$ cat config.mk
export PLATFORM = sky130hd
export DESIGN_NAME = xmit_sched
export DESIGN_NICKNAME = d
export VERILOG_FILES = /design/src/rtl/xmit_sched.sv
export SDC_FILE = /design/constraint.sdc
export NUM_CORES = 1
export LEC_CHECK = 0
export CORE_MARGIN = 3
export CORE_UTILIZATION = 45
export CTS_BUF_LIST = sky130_fd_sc_hd__clkbuf_4 sky130_fd_sc_hd__clkbuf_8
export CTS_CLUSTER_SIZE = 16
export DETAILED_ROUTE_END_ITERATION = 10
export GPL_TIMING_DRIVEN = 0
export PLACE_DENSITY = 0.87
export SYNTH_ARGS = -nofsm -noshare
export SYNTH_HDL_FRONTEND = slang
export SYNTH_SLANG_ARGS = --single-unit
$ cat constraint.sdc
create_clock -name clk_sys -period 3.9 [get_ports clk_sys]
set_input_delay 0.78 -clock clk_sys [delete_from_list [all_inputs] [get_ports clk_sys]]
set_output_delay 0.78 -clock clk_sys [all_outputs]
set_load 0.02 [all_outputs]
$ cat src/rtl/xmit_sched.sv
// Transmit frame scheduler: arbitrates hi/lo control FIFOs, length-checks, launches or discards, enforces IFG.
// Statistics counters are built only when XMIT_SCHED_STATS_EN is defined; otherwise the ports tie to zero.
module xmit_sched #(
  parameter int LEN_W        = 12,
  parameter int MIN_LEN      = 64,
  parameter int MAX_LEN      = 1536,
  parameter int MAX_HI_BURST = 8,
  parameter int IFG_CYCLES   = 48
) (
  input  logic             clk_sys,
  input  logic             reset_n,
  input  logic             hi_ctrl_valid,
  input  logic [LEN_W-1:0] hi_ctrl_len,
  output logic             hi_ctrl_pop,
  input  logic             lo_ctrl_valid,
  input  logic [LEN_W-1:0] lo_ctrl_len,
  output logic             lo_ctrl_pop,
  output logic             tx_start,
  output logic             tx_sel,
  output logic [LEN_W-1:0] tx_len,
  input  logic             tx_done,
  output logic             discard_en,
  output logic             sched_idle,
  output logic [15:0]      hi_tx_cnt,
  output logic [15:0]      lo_tx_cnt,
  output logic [15:0]      discard_cnt
);

  // state | meaning
  // IDLE  | arbitrate; latch winner when either queue is valid
  // POP   | one cycle: pop plus tx_start or discard_en
  // WAIT  | serializer busy until tx_done
  // IFG   | inter-frame gap down-counter
  typedef enum logic [1:0] {S_IDLE, S_POP, S_WAIT, S_IFG} state_t;

  localparam int BURST_W = (MAX_HI_BURST > 0) ? $clog2(MAX_HI_BURST + 1) : 1;
  localparam int IFG_W   = (IFG_CYCLES > 1) ? $clog2(IFG_CYCLES) : 1;
  localparam logic [BURST_W-1:0] BURST_MAX = BURST_W'(MAX_HI_BURST);
  localparam logic [IFG_W-1:0]   IFG_LOAD  = IFG_W'((IFG_CYCLES > 0) ? IFG_CYCLES - 1 : 0);
  localparam logic [LEN_W-1:0]   LEN_MIN   = LEN_W'(MIN_LEN);
  localparam logic [LEN_W-1:0]   LEN_MAX   = LEN_W'(MAX_LEN);

  state_t             state;
  logic [BURST_W-1:0] burst;
  logic [IFG_W-1:0]   ifg_cnt;
  logic               burst_full;
  logic               pick_hi;
  logic [LEN_W-1:0]   win_len;
  logic               win_ok;

  always_comb begin
    burst_full = (MAX_HI_BURST != 0) && (burst == BURST_MAX);
    pick_hi    = hi_ctrl_valid && !(lo_ctrl_valid && burst_full);
    win_len    = pick_hi ? hi_ctrl_len : lo_ctrl_len;
    win_ok     = (win_len >= LEN_MIN) && (win_len <= LEN_MAX);
  end

  always_ff @(posedge clk_sys or negedge reset_n) begin
    if (!reset_n) begin
      state       <= S_IDLE;
      burst       <= '0;
      ifg_cnt     <= '0;
      hi_ctrl_pop <= 1'b0;
      lo_ctrl_pop <= 1'b0;
      tx_start    <= 1'b0;
      discard_en  <= 1'b0;
      tx_sel      <= 1'b0;
      tx_len      <= '0;
      sched_idle  <= 1'b1;
    end else begin
      hi_ctrl_pop <= 1'b0;
      lo_ctrl_pop <= 1'b0;
      tx_start    <= 1'b0;
      discard_en  <= 1'b0;
      case (state)
        S_IDLE: begin
          if (hi_ctrl_valid || lo_ctrl_valid) begin
            tx_sel      <= pick_hi;
            tx_len      <= win_len;
            hi_ctrl_pop <= pick_hi;
            lo_ctrl_pop <= !pick_hi;
            tx_start    <= win_ok;
            discard_en  <= !win_ok;
            sched_idle  <= 1'b0;
            state       <= S_POP;
            // Burst only accumulates while lo is actually being held off.
            if (!pick_hi || !lo_ctrl_valid) begin
              burst <= '0;
            end else if (burst != BURST_MAX) begin
              burst <= burst + 1'b1;
            end
          end
        end
        S_POP: begin
          if (tx_start) begin
            state <= S_WAIT;
          end else begin
            state      <= S_IDLE;
            sched_idle <= 1'b1;
          end
        end
        S_WAIT: begin
          if (tx_done) begin
            if (IFG_CYCLES == 0) begin
              state      <= S_IDLE;
              sched_idle <= 1'b1;
            end else begin
              state   <= S_IFG;
              ifg_cnt <= IFG_LOAD;
            end
          end
        end
        S_IFG: begin
          if (ifg_cnt == '0) begin
            state      <= S_IDLE;
            sched_idle <= 1'b1;
          end else begin
            ifg_cnt <= ifg_cnt - 1'b1;
          end
        end
        default: begin
          state      <= S_IDLE;
          sched_idle <= 1'b1;
        end
      endcase
    end
  end

`ifdef XMIT_SCHED_STATS_EN
  always_ff @(posedge clk_sys or negedge reset_n) begin
    if (!reset_n) begin
      hi_tx_cnt   <= '0;
      lo_tx_cnt   <= '0;
      discard_cnt <= '0;
    end else begin
      if (tx_start && tx_sel && (hi_tx_cnt != 16'hFFFF)) begin
        hi_tx_cnt <= hi_tx_cnt + 16'd1;
      end
      if (tx_start && !tx_sel && (lo_tx_cnt != 16'hFFFF)) begin
        lo_tx_cnt <= lo_tx_cnt + 16'd1;
      end
      if (discard_en && (discard_cnt != 16'hFFFF)) begin
        discard_cnt <= discard_cnt + 16'd1;
      end
    end
  end
`else
  assign hi_tx_cnt   = '0;
  assign lo_tx_cnt   = '0;
  assign discard_cnt = '0;
`endif

endmodule

==> flow_metrics.tcl <==
set metrics [dict create \
    h-tree-depth 2 \
    cts-root-buf "clkbuf_8" \
    cts_resized 0 \
    io_buffers 46 \
    path_clk_slew_ps 60 \
    synth_top_family_by_area "buffers and inverters" \
    drt_pass1_iterations 4 \
    drt_iter0_markers 114 \
    clock_skew_ps 5.82 \
    drc 0 \
    crit_fanout 3 \
    start_kind "flop" \
    seq_area_frac_synth 0.388 \
    crit_start "sched_idle" \
    cap_violations 0 \
    p_leak_nw 1.33 \
    cts_made_buffers 5 \
    synth.area.mux_share 0.0103 \
    synth_flop_cell "dfrtp_1" \
    areaGrowthSynthToFinish_pct 40.8 \
    syn_avg_cell_area_um2 8.88 \
    path_cells "clkdlybuf4s50_1" \
    synth_seq_cells 30 \
    dieHeight_um 71.6 \
    status "complete, no violations" \
    setup_violations 0 \
    wirelength_um 4470 \
    ir_drop_uv 267 \
    hold_violations 0 \
    synthAdderAreaFrac 0.0259 \
    netlist_area_um2 1940 \
    end_kind "primary output" \
    met1_usage 0.250 \
    synth-simple-area-share 0.207 \
    drtAntennaViolNets 0 \
    maxSlewHeadroom 0.548 \
    fin_crit_sh 0.563 \
    dp_hpwl_um 3510 \
    post_cts_buffers 0 \
    synth-async-reset-ratio 1.00 \
    syn_inst 218 \
    fp-row-count 23 \
    grt_max_degree 31 \
    grt_pass1_vias 1648 \
    powerDensity_nw_per_um2 554 \
    cp_num_buf_inv 1 \
    drive_above_1_share 0.216 \
    gr-usage-met3 0.0561 \
    rr_startpoint "burst[0]" \
    cpLargestDelayFamily "buffers and inverters" \
    postCtsHoldBufs 0 \
    rsz0062_at_grt "false" \
    synth_compound_area_frac 0.142 \
    worst_ep_arrival_time_ps 1410 \
    grt_util_met2 0.298 \
    clkSinkCount 30 \
    setup_tns_ps 0 \
    routabilityCongestion 0.867 \
    worst_slew_pin_slew_ps 679 \
    required_ps 3120 \
    coreArea_um2 4090 \
    pin_count 95 \
    fin_util 0.667 \
    critPathKind "reg -> out" \
    start_util 0.474 \
    yosysWarnings 0 \
    final-max-slew-violation-count 0 \
    max_stage_delay_ps 600 \
    dieArea_um2 5120 \
    nets 351 \
    cts_tree "yes" \
    top_usage_layer "met2" \
    clk_path_buf_depth 2 \
    vias 1698 \
    period_needed_ps 2190 \
    antenna_found_initial 0 \
    viasPerCell 4.60 \
    hp-start "ifg_cnt[4]" \
    clock_latency_ps 280 \
    grt_first_pass_wirelength_um 7740 \
    synth_edf_count 0 \
    synth_xor_area_frac 0.00452 \
    cp_slowest_cell "clkdlybuf4s50_1" \
    ys_types 40 \
    hp-class "reg -> reg" \
    die_w_um 71.6 \
    diodes 0 \
    gr-usage-all-layers 0.192 \
    fmax_ghz 0.456 \
    grt-ovfl-total 0 \
    wire_per_inst_um 12.1 \
]
flip-flops by register name, indices dropped and copies added (netlist names), named ones only:
signal and flops:
tx_len 12, ifg_cnt 6, burst 4, discard_en 1, hi_ctrl_pop 1, lo_ctrl_pop 1
sched_idle 1, state 1, tx_sel 1, tx_start 1
placed cells by master, fill, tap and decap left out, types with 2 or more instances in the layout:
master and n:
buf_4 49, conb_1 48, clkdlybuf4s50_1 45, nand2_1 30, dfrtp_1 29, nor2_1 21, a31oi_1 14, o21ai_0 9
a21oi_1 9, inv_1 6, clkbuf_8 6, buf_2 5, nor4_1 5, ha_1 4, and2_1 3, nand3_1 3
nor4bb_1 2, nor3_1 2, nand2b_1 2, o21a_1 2, mux2i_1 2
logic make-up after synthesis:
logic type | Yosys count
other | 1
multiplexers | 2
buffers and inverters | 61
flip-flops | 30
AND/OR/NAND/NOR | 78
adder cells (fa/ha/maj) | 4
AO/OA/AOI/OAI | 41
XOR/XNOR | 1
area by class of cell:
type	count	area [um^2]
inverter	6	22.5
clock buffer	7	90.1
tap	50	62.6
fill	342	1360
clock inverter	1	5.00
sequential	30	752
buffer	55	403
multi-input combinational	174	935
timing repair buffer	46	455
Yosys cell counts (2+ instances only):
library cell | instances | area share
buf_4 | 49 | 0.19
nand2_1 | 30 | 0.058
dfrtp_1 | 29 | 0.37
nor2_1 | 21 | 0.041
a31oi_1 | 14 | 0.045
a21oi_1 | 9 | 0.023
o21ai_0 | 9 | 0.023
inv_1 | 6 | 0.012
nor4_1 | 5 | 0.016
buf_2 | 4 | 0.010
ha_1 | 4 | 0.026
and2_1 | 3 | 0.0097
nand3_1 | 3 | 0.0078
mux2i_1 | 2 | 0.010
nand2b_1 | 2 | 0.0065
nor3_1 | 2 | 0.0052
nor4bb_1 | 2 | 0.010
o21a_1 | 2 | 0.0078
stage by stage:
step	worst slack (ps)	area (um^2)	total power [mW]	std cells	hold WS, ps
CTS	1690	2730	1.52	369	475
global route	1540	2730	1.63	369	496
finish	1710	2730	1.51	369	478
global placement	1420	2640	1.22	361	460
detailed placement	1410	2640	1.24	361	464
floorplan	1980	2110	0.961	265	437
metal layers:
metal	vias up	wire (um)
met5	-	0
met4	0	104
met3	11	371
met2	76	2170
met1	760	1830
li1	851	-
final timing paths:
kind,to,slack (ps),cells after the start
max,sched_idle,1710,1
min reg2reg,ifg_cnt[4],480,1
min,ifg_cnt[4],480,1
max in group asynchronous,tx_len[6],2930,1
max reg2reg,tx_start,2190,7
min in group asynchronous,ifg_cnt[0],540,1
power by group:
part / internal, mW / total [mW] / switching, mW
sequential: 0.433 / 0.510 / 0.0761
clock: 0.149 / 0.267 / 0.118
combinational: 0.326 / 0.734 / 0.408
total: 0.909 / 1.51 / 0.602
Note: power is estimated with default switching activity, not from simulation.
